--- src/rtl/instruction_fetch_unit.sv ---
// rtl/instruction_fetch_unit.sv - RISC-V fetch stage with prefetch FIFO and redirect flush
module instruction_fetch_unit #(
    parameter logic [31:0] RESET_PC   = 32'h0000_0000,
    parameter int          FIFO_DEPTH = 4
) (
    input  logic        SYS_clk,
    input  logic        SYS_reset,
    output logic        IF_mem_req_valid,
    input  logic        IF_mem_req_ready,
    output logic [31:0] IF_mem_req_addr,
    input  logic        IF_mem_resp_valid,
    input  logic [31:0] IF_mem_resp_data,
    output logic        IF_instr_valid,
    input  logic        IF_instr_ready,
    output logic [31:0] IF_instr,
    output logic [31:0] IF_instr_pc,
    input  logic        IF_redirect_valid,
    input  logic [31:0] IF_redirect_pc,
    output logic        IF_misaligned
);

    localparam int PTR_W = $clog2(FIFO_DEPTH);
    localparam int CNT_W = PTR_W + 1;
    localparam logic [CNT_W:0] DEPTH_V = (CNT_W + 1)'(FIFO_DEPTH);

    typedef enum logic {ST_FETCH, ST_FLUSH} state_t;

    state_t           state;
    state_t           state_next;
    logic [31:0]      fetch_pc;
    logic [31:0]      resp_pc;
    logic [31:0]      fifo_data [FIFO_DEPTH];
    logic [31:0]      fifo_pc   [FIFO_DEPTH];
    logic [PTR_W-1:0] wr_ptr;
    logic [PTR_W-1:0] rd_ptr;
    logic [CNT_W-1:0] fifo_count;
    logic [CNT_W-1:0] outstanding;
    logic [CNT_W-1:0] outstanding_next;
    logic [CNT_W-1:0] drop;
    logic [CNT_W:0]   in_use;
    logic             misaligned;
    logic             accept;
    logic             pop;
    logic             push;
    logic [31:0]      redirect_aligned;

    assign accept           = IF_mem_req_valid & IF_mem_req_ready;
    assign pop              = IF_instr_valid & IF_instr_ready;
    // A response is kept only when nothing stale is pending and no redirect is flushing the FIFO.
    assign push             = IF_mem_resp_valid & (drop == '0) & ~IF_redirect_valid;
    assign outstanding_next = outstanding + {{PTR_W{1'b0}}, accept} - {{PTR_W{1'b0}}, IF_mem_resp_valid};
    // FIFO slots already used plus slots reserved by in-flight reads bound new requests.
    assign in_use           = {1'b0, fifo_count} + {1'b0, outstanding};
    assign redirect_aligned = {IF_redirect_pc[31:2], 2'b00};

    assign IF_mem_req_addr  = fetch_pc;
    assign IF_instr_valid   = (fifo_count != '0);
    assign IF_instr         = IF_instr_valid ? fifo_data[rd_ptr] : 32'h0;
    assign IF_instr_pc      = IF_instr_valid ? fifo_pc[rd_ptr] : 32'h0;
    assign IF_misaligned    = misaligned;

    // Next-state and request issue: FLUSH waits out stale responses before fetching again.
    always_comb begin
        state_next       = state;
        IF_mem_req_valid = 1'b0;
        case (state)
            ST_FETCH: begin
                if (!SYS_reset && !IF_redirect_valid && (in_use < DEPTH_V)) begin
                    IF_mem_req_valid = 1'b1;
                end
                if (IF_redirect_valid && (outstanding_next != '0)) begin
                    state_next = ST_FLUSH;
                end
            end
            ST_FLUSH: begin
                if ((drop == '0) && !IF_redirect_valid) begin
                    state_next = ST_FETCH;
                end
            end
            default: state_next = ST_FETCH;
        endcase
    end

    // Control state: FSM, fetch/response PCs, in-flight and stale-response counters, sticky flag.
    always_ff @(posedge SYS_clk) begin
        if (SYS_reset) begin
            state       <= ST_FETCH;
            fetch_pc    <= RESET_PC;
            resp_pc     <= RESET_PC;
            outstanding <= '0;
            drop        <= '0;
            misaligned  <= 1'b0;
        end else begin
            state       <= state_next;
            outstanding <= outstanding_next;
            if (IF_redirect_valid) begin
                fetch_pc <= redirect_aligned;
                resp_pc  <= redirect_aligned;
                drop     <= outstanding_next;
                if (IF_redirect_pc[1:0] != 2'b00) begin
                    misaligned <= 1'b1;
                end
            end else begin
                if (accept) begin
                    fetch_pc <= fetch_pc + 32'd4;
                end
                if (IF_mem_resp_valid && (drop != '0)) begin
                    drop <= drop - CNT_W'(1);
                end
                if (push) begin
                    resp_pc <= resp_pc + 32'd4;
                end
            end
        end
    end

    // FIFO pointers and occupancy; a redirect empties the queue.
    always_ff @(posedge SYS_clk) begin
        if (SYS_reset || IF_redirect_valid) begin
            wr_ptr     <= '0;
            rd_ptr     <= '0;
            fifo_count <= '0;
        end else begin
            if (push) begin
                wr_ptr <= wr_ptr + PTR_W'(1);
            end
            if (pop) begin
                rd_ptr <= rd_ptr + PTR_W'(1);
            end
            fifo_count <= fifo_count + {{PTR_W{1'b0}}, push} - {{PTR_W{1'b0}}, pop};
        end
    end

    // FIFO storage; contents are only visible through valid entries so they need no reset.
    always_ff @(posedge SYS_clk) begin
        if (push) begin
            fifo_data[wr_ptr] <= IF_mem_resp_data;
            fifo_pc[wr_ptr]   <= resp_pc;
        end
    end

endmodule

--- config.mk ---
export PLATFORM = sky130hd
export DESIGN_NAME = instruction_fetch_unit
export DESIGN_NICKNAME = d
export VERILOG_FILES = /design/src/rtl/instruction_fetch_unit.sv
export SDC_FILE = /design/constraint.sdc
export NUM_CORES = 1
export LEC_CHECK = 0
export CORE_ASPECT_RATIO = 1.1
export CORE_MARGIN = 2
export CORE_UTILIZATION = 55
export DETAILED_ROUTE_END_ITERATION = 12
export HOLD_SLACK_MARGIN = 0.1
export PLACE_DENSITY = 0.79
export SLEW_MARGIN = 10
export SYNTH_ARGS = -nofsm -noshare
export SYNTH_HDL_FRONTEND = slang
export SYNTH_SLANG_ARGS = --single-unit
--- constraint.sdc ---
create_clock -name SYS_clk -period 3.9 [get_ports SYS_clk]
set_input_delay 0.585 -clock SYS_clk [delete_from_list [all_inputs] [get_ports SYS_clk]]
set_output_delay 0.585 -clock SYS_clk [all_outputs]
set_load 0.05 [all_outputs]
Word-level counts from Yosys, hierarchy flattened

Memories as Yosys holds them, arrays and structs flattened. A register that Yosys moved wholly into a read port is not among the register bits.
Index checks and enable logic that the tools add are counted.

Order comparisons: 1
Reduce and logical (&&, ||, !) cells: 18
Bitwise operators: 6
Muxes and demuxes: 19
Add/subtract/negate cells: 10

Operators by type and width:

| operator              | number |
|---|---|
| $mux 32               | 6 |
| $add 32x3->32 const B | 2 |
| $reduce_bool 3->1     | 3 |
| $mux 2                | 4 |
| $reduce_bool 2->1     | 4 |
| $add 3x1->3           | 2 |
| $mux 1                | 6 |
| $mux 3                | 2 |
| $sub 3x1->3           | 2 |
| $logic_and 1x1->1     | 5 |
| $add 2x1->2 const B   | 2 |
| $add 3x3->4           | 1 |
| $and 1x1->1           | 4 |
| $lt 4x3->1 const B    | 1 |
| $logic_not 3->1       | 1 |
| $sub 3x1->3 const B   | 1 |
| $logic_not 1->1       | 2 |
| $not 1->1             | 2 |
| $pmux 1 s2            | 1 |
| $reduce_and 2->1      | 1 |
| $reduce_or 2->1       | 1 |
| $logic_or 1x1->1      | 1 |

RAM bits: 256
Register bits after elaboration: 79
Logic and storage cells: 67
Input bits: 70
Memories: 2
Output and inout port bits: 99

Memory list:

| memory    | words | bits a word | rd ports | clocked after Yosys merged registers in | wr ports | RTL line | RTL |
|---|---|---|---|---|---|---|---|
| fifo_data | 4     | 32          | 1        | 1                                       | 1        | 32       | `logic [31:0] fifo_data [FIFO_DEPTH];` |
| fifo_pc   | 4     | 32          | 1        | 1                                       | 1        | 33       | `logic [31:0] fifo_pc [FIFO_DEPTH];` |

Logic depth before layout (Yosys ltp)

Gate-level depths: netlist of run 1.

Word-level depth: 12
Mapped depth: 13
Depth with buffers taken out: 13

Worst setup path before layout of run 1

Ideal clock, no wire load.

Kind: input-to-reg
Start: input IF_redirect_valid
End: memory fifo_data[3][0] (enable)
Arrival: 2.961 ns
Path slack: 0.512 ns
Buffers on the path: 3
Cell stages on the path: 5
Setup time: 0.427 ns
Data required time: 3.473 ns
Cells stage by stage: clkbuf_1 inv_1 clkbuf_1 buf_1 and3_1

Cells in the longest elaborated chain, start to end: 4

Ends and longest elaborated chain:

| element                      | RTL line | RTL |
|---|---|---|
| start, declared              | 17       | `input logic IF_redirect_valid,` |
| $not 1->1                    | 50       | `assign push = IF_mem_resp_valid & (drop == '0) & ~IF_redirect_valid;` |
| $and 1x1->1                  | 50       |  |
| $mux 1                       | 136      | `if (push) begin` |
| $mux 1 (implied by the code) | 137      | `fifo_data[wr_ptr] <= IF_mem_resp_data;` |
| end, declared                | 32       |  |

No other way between the ends.

==> out/metrics.csv, run 1 <==
stage;metric;value;unit
clock_network;holdBufCountCts;0;
routing;drc;0;
power;p_per_area;475;mW/mm^2
global_routing;grt_max_degree;65;
routing;routed_wl;28300;um
place;dpl.hpwl;17300;um
timing;clock.fmax;286;MHz
clock_network;tritoncts;built;
hold_path;hold_depth;3;
timing;slew_headroom;36.9;%
yosys;ys_ff_latch;325;
die;dieArea;0.0261;sq mm
yosys;yosys.area.top_type;edfxtp_1;
routing;drt_pass1_iterations;5;
timing;rsz0062_at_grt;no;
finish;nNetsFinal;1159;
critical_path;cp_slowest_cell;clkdlybuf4s50_1;
critical_path;crit_arrival;2.91;ns
place;preCtsSetupSlack;0.819;ns
yosys;synth_common_cells;edfxtp_1 (248), dfxtp_1 (77), and2_1 (69);
yosys;synth_edf_count;248;
clock_network;cts_sinks;325;
yosys;syn-cell-area;0.0136;sq mm
run_status;status;complete, no violations;
finish;final_cell_count_no_fill;1406;
routing;avgViaCountPerCell;5.85;
place;port_buffers;164;
clock_network;cts_root_buf;clkbuf_16;
clock_network;h-tree-depth;1;
power;leakage;5.42;nW
timing;fin_setup_tns;0;ns
timing;finalCritPeriodShare;89.5;%
place;placedCellCount;1350;
finish;fin_util;67.9;%
flow_run;maxCapViolations;0;
die;rows;60;
global_routing;grt_pass1_wl;44000;um
clock_network;numCtsBuffers;31;
die;start_util;55.9;%
critical_path;path_delay_family;buffers and inverters;
critical_path;critPathLaunchType;flop;
yosys;synthFlopType;edfxtp_1;
global_routing;grt_antenna_before_repair;0;
routing;wl_per_cell;20.1;um
critical_path;required;3.31;ns
die;io_pins;169;
clock_network;insertion_delay;0.55;ns
finish;final_layout_size_suffix_gt1_share;12.6;%
critical_path;crit_type;flop to primary output;
yosys;synth_top_area_share;54.7;%
critical_path;crit_buf_inv;2;
critical_path;ff2ff_path_depth;10;
yosys;synth.yosys.warnings;0;
timing;finalSetupViolCount;0;
power;ir_worst_vdd;0.000289;V
timing;final_max_slew_viol_count;0;
critical_path;cp.depth;4;
routing;antenna_left;0;
finish;n_antenna_cell;0;
clock_network;cts_resized;0;
routing;via_count;8220;
die;die_x;154;um
clock_network;cts_buffer_depth;3;
clock_network;post-cts-setup-buffers;0;
yosys;ys_async_sr_fraction;0;%
yosys;netlist_top_cells_area;edfxtp_1 (55%), dfxtp_1 (11%), mux4_2 (10%);
place;globalplace.congestion;0.869;
yosys;yosysMostFrequentCell;edfxtp_1;
yosys;syn-instance-count;918;
power;total_power;7.86;mW
critical_path;endpoint_kind;primary output;
critical_path;cpPeakStageDelay;0.73;ns
routing;drt-initial-drc-count;575;
global_routing;gr-total-overflow;0;
timing;finalHoldViolations;0;
die;core;0.0244;sq mm
critical_path;worst-path-max-fanout;19;
yosys;synth_cell_types;62;
hold_path;hold_class;input pin to flop;
yosys;yosysSeqAreaShare;66.0;%
timing;period_minus_slack;3.49;ns
finish;syn2layout_area_growth;21.6;%
timing;worst-slew-pin-transition;0.947;ns
clock_network;worst_setup_hold_path_clk_slew;0.06;ns
timing;setup_ws;0.408;ns
die;die_h;169;um
critical_path;worstPathCellList;buf_4 > mux4_2 > and2_1 > clkdlybuf4s50_1;
global_routing;grt_pass1_vias;8007;
global_routing;grtUsageTotal;21.6;%
timing;skew;0.0283;ns
yosys;avgSynthCellArea;14.8;sq um
## cells in the final DEF (no fill, tap or decap), types with 7 or more instances in the layout
| master | n |
|---|---|
| clkbuf_1 | 11 |
| a21oi_1 | 27 |
| and3_1 | 7 |
| a21boi_0 | 11 |
| nand3_1 | 20 |
| dfxtp_1 | 75 |
| nor2_1 | 42 |
| xnor2_1 | 25 |
| edfxtp_1 | 248 |
| nand4_1 | 21 |
| xor2_1 | 14 |
| and4_1 | 9 |
| inv_1 | 27 |
| ha_1 | 14 |
| nor3_1 | 10 |
| or3_1 | 9 |
| mux4_2 | 62 |
| and2_1 | 69 |
| buf_4 | 8 |
| clkbuf_16 | 31 |
| a31oi_1 | 18 |
| o21ai_0 | 13 |
| a211oi_1 | 13 |
| nand2_1 | 53 |
| clkdlybuf4s50_1 | 162 |
## where the power goes
group          internal, mW  switching, mW  leakage, nW
clock                  1.65           1.21        0.468
combinational         0.402          0.625         2.06
sequential             3.86          0.114         2.90
## metal layers
metal / track usage (%) / routed length [um]
met2: 35.5 / 13600
met3: 3.43 / 2090
met1: 30.7 / 12100
met4: 5.12 / 469
met5: 0 / 0
## cells by family (layout without fill, tap and decap cells)
| logic type | after synthesis | in the layout | synth area share (%) |
|---|---|---|---|
| DFF | 325 | 325 | 66.0 |
| and+or+nand+nor | 272 | 272 | 11.3 |
| AOI/OAI and AO/OA | 111 | 111 | 5.33 |
| buffers and inverters | 86 | 261 | 2.60 |
| muxes | 68 | 68 | 10.7 |
| xor gates and xnor gates | 39 | 39 | 2.51 |
| adders and majority gates | 16 | 16 | 1.58 |
| other | 1 | 4 | 0.0275 |
## sequential cells by signal, indices dropped and copies added, names as in the netlist, named ones only
signal / flops
IF_mem_req_addr: 30
IF_misaligned: 1
drop: 3
fifo_count: 3
fifo_data: 128
fifo_pc: 120
outstanding: 3
rd_ptr: 2
resp_pc: 30
state: 1
wr_ptr: 2
## final cells by class
type,instances,area [sq um]
Multi-Input combinational cell,510,4300
Fill cell,1666,7830
Clock buffer,45,858
Clock inverter,11,111
Timing Repair Buffer,177,1810
Inverter,28,105
Tap cell,310,388
Sequential cell,325,8990
## path summary, 6_finish.rpt
kind	startpoint	endpoint	slack, ns
setup / recovery	flop	IF_instr_pc[5]	0.41
hold / removal	SYS_reset	fifo_count[0]	0.42
hold reg to reg	IF_misaligned	IF_misaligned	0.46
setup reg to reg	fifo_count[1]	fifo_count[2]	0.90
## metrics by stage
| step | hold slack, ns | area (sq um) |
|---|---|---|
| floorplan | 0.466 | 13600 |
| global placement | 0.437 | 15600 |
| detailed placement | 0.444 | 15600 |
| CTS | 0.391 | 16600 |
| global route | 0.425 | 16600 |
| finish | 0.416 | 16600 |
## worst register-to-register path, stage by stage (launching register included)
cell and delay (ns):
dfxtp_1 0.36, or3_2 0.89, and2_1 0.38, ha_1 0.29
inv_1 0.05, ha_1 0.13, inv_1 0.05, fa_1 0.37
xor2_1 0.19, xnor2_1 0.14, nor2_1 0.05
Note: power is estimated with default switching activity, not from simulation.
==> run 2: changes to the inputs <==
==> constraint.sdc (replaced) <==
create_clock -name SYS_clk -period 3.9 [get_ports SYS_clk]
set_input_delay 0.585 -clock SYS_clk [delete_from_list [all_inputs] [get_ports SYS_clk]]
set_output_delay 0.585 -clock SYS_clk [all_outputs]
set_load 0.01 [all_outputs]
==> run 2 against run 1 <==
  * Clock power is 3% higher
  * Clock skew is 0.015 ns lower
  * Maximum frequency is 3.7% higher
  * Critical endpoint is now IF_instr[24]
  * Hold slack better by 0.0021 ns
  * Register-to-register slack better by 0.17 ns
  * Non-clock buffer count is 3 higher
==> out/metrics.csv, run 2 (synthesis results as in run 1) <==
stage;metric;value;unit;change
power;ir_worst_vdd;0.000311;V;was 0.000289 V
clock_network;post-cts-setup-buffers;0;;unchanged
routing;via_count;8258;;was 8220
finish;most-common-layout-cells;edfxtp_1 (248), clkdlybuf4s50_1 (163), dfxtp_1 (75);;was edfxtp_1 (248), clkdlybuf4s50_1 (162), dfxtp_1 (75)
clock_network;numCtsBuffers;31;;unchanged
critical_path;endpoint_kind;primary output;;unchanged
power;pwr-share-seq;51.5;%;was 50.6%
global_routing;grtUsageMet3;3.43;%;unchanged
global_routing;busiest_layer;met2;;unchanged
critical_path;critPathLaunchType;flop;;unchanged
power;p_sw_share;22.4;%;was 24.8%
timing;finalSetupViolCount;0;;unchanged
global_routing;grt_pass1_wl;44300;um;was 44000 um
die;die_h;169;um;unchanged
finish;fin_area;0.0166;sq mm;about the same
global_routing;met2_usage;36.7;%;was 35.5%
routing;wl_per_cell;19.9;um;was 20.1 um
place;dpl.hpwl;17800;um;was 17300 um
finish;final_layout_size_suffix_gt1_share;13.0;%;was 12.6%
timing;slew_headroom;46.4;%;was 36.9%
finish;n_antenna_cell;0;;unchanged
routing;avgViaCountPerCell;5.86;;was 5.85
place;preCtsSetupSlack;0.827;ns;was 0.819 ns
power;p_per_area;463;mW/mm^2;was 475 mW/mm^2
critical_path;ff2ff_path_depth;11;;was 10
place;port_buffers;164;;unchanged
global_routing;use_met1;29.8;%;was 30.7%
run_status;status;complete, no violations;;unchanged
critical_path;worst-path-max-fanout;31;;was 19
power;p_sw;1.73;mW;was 1.95 mW
place;post_dp_cell_area;0.0156;sq mm;about the same
clock_network;cts_buffer_depth;3;;unchanged
global_routing;grtUsageTotal;21.5;%;was 21.6%
global_routing;grt_max_degree;65;;unchanged
finish;regMostFlops;fifo_data;;unchanged
critical_path;crit_type;flop to primary output;;unchanged
power;clock_power_share;38.3;%;was 36.4%
die;io_pins;169;;unchanged
die;dieArea;0.0261;sq mm;unchanged
timing;finalHoldViolations;0;;unchanged
timing;final_max_slew_viol_count;0;;unchanged
finish;syn2layout_area_growth;22.2;%;was 21.6%
clock_network;h-tree-depth;1;;unchanged
finish;largestRegisters;fifo_data: 128 flops, fifo_pc: 120 flops;;unchanged
power;pwr-share-comb;10.2;%;was 13.1%
power;leakage;5.46;nW;was 5.42 nW
clock_network;cts_sinks;325;;unchanged
clock_network;holdBufCountCts;0;;unchanged
die;start_util;55.9;%;unchanged
routing;routed_wl;28100;um;was 28300 um
clock_network;insertion_delay;0.56;ns;was 0.55 ns
global_routing;grt_antenna_before_repair;0;;unchanged
timing;skew;0.0133;ns;was 0.0283 ns
finish;largest_reg_flops;128;;unchanged
timing;setup_ws;0.532;ns;was 0.408 ns
die;die_x;154;um;unchanged
timing;period_minus_slack;3.37;ns;was 3.49 ns
timing;finalCritPeriodShare;86.4;%;was 89.5%
hold_path;hold_depth;3;;unchanged
die;core;0.0244;sq mm;unchanged
routing;drc;0;;unchanged
global_routing;grt_pass1_vias;8148;;was 8007
clock_network;worst_setup_hold_path_clk_slew;0.06;ns;about the same
hold_path;hold_class;input pin to flop;;unchanged
clock_network;cts_root_buf;clkbuf_16;;unchanged
finish;layout_commonest_cell;edfxtp_1;;unchanged
clock_network;tritoncts;built;;unchanged
timing;clock.fmax;297;MHz;was 286 MHz
flow_run;maxCapViolations;0;;unchanged
critical_path;crit_arrival;2.78;ns;was 2.91 ns
finish;fill_cells;1653;;was 1666
place;globalplace.congestion;0.833;;was 0.869
global_routing;gr-total-overflow;0;;unchanged
routing;drt_pass1_iterations;4;;was 5
routing;antenna_left;0;;unchanged
timing;worst-slew-pin-transition;0.801;ns;was 0.947 ns
timing;fin_setup_tns;0;ns;unchanged
routing;drt-initial-drc-count;603;;was 575
die;rows;60;;unchanged
finish;nNetsFinal;1162;;was 1159
clock_network;cts_resized;0;;unchanged
timing;rsz0062_at_grt;no;;unchanged
power;p_int;5.98;mW;was 5.92 mW
critical_path;required;3.31;ns;about the same
## run 2: changes by cell type in the layout (fill, tap and decap cells not counted), moves of 2 or more
cell        previous run  this run
clkbuf_1              11         5
clkinv_1               2         6
clkbuf_8               3         0
buf_12                 6         8
bufinv_16              2         4
clkinv_2               4         6
clkinvlp_2             0         2
## run 2: metal layers
layer,vias up,wire length [um]
met3,33,2000
met1,4107,12100
met4,0,335
met2,306,13600
li1,3812,-
met5,-,0
## run 2: worst paths after layout
check	startpoint	to	slack, ns
worst max-delay path	flop	IF_instr[24]	0.53
worst min-delay path	SYS_reset	fifo_count[0]	0.42
worst max register to register	fifo_count[2]	drop[2]	1.07
worst min register to register	IF_misaligned	IF_misaligned	0.46
## run 2: metrics by stage
stage | power (mW) | cells | hold WS (ns) | util (%)
after floorplan | 4.45 | 921 | 0.466 | -
after global placement | 4.81 | 1353 | 0.436 | 64.1
after detailed placement | 4.83 | 1353 | 0.439 | 64.1
after CTS | 7.77 | 1410 | 0.387 | 68.2
after global routing | 7.97 | 1410 | 0.420 | 68.2
final | 7.71 | 1410 | 0.418 | 68.2
## run 2: final cells by class
type	count	area (sq um)	share of cell area, %
clock buffers	36	795	4.77
clock inverters	21	206	1.24
inverters	28	105	0.631
multi-input cells	510	4300	25.8
flip-flops and latches	325	8990	54.0
well taps	310	388	2.33
repair buffers	180	1860	11.2
## run 2: power by group through the flow
stage	clock network [mW]	registers [mW]	logic, mW
CTS	3.00	3.97	0.792
finish	2.95	3.97	0.785
global placement	0	4.04	0.774
detailed placement	0	4.05	0.787
global route	3.13	3.99	0.856
floorplan	0	4.02	0.435
## run 2: critical path, stage by stage (launching register included)
cell,delay [ns]
dfxtp_4,0.67
buf_12,0.33
mux4_2,0.55
and2_1,0.18
clkdlybuf4s50_1,0.47
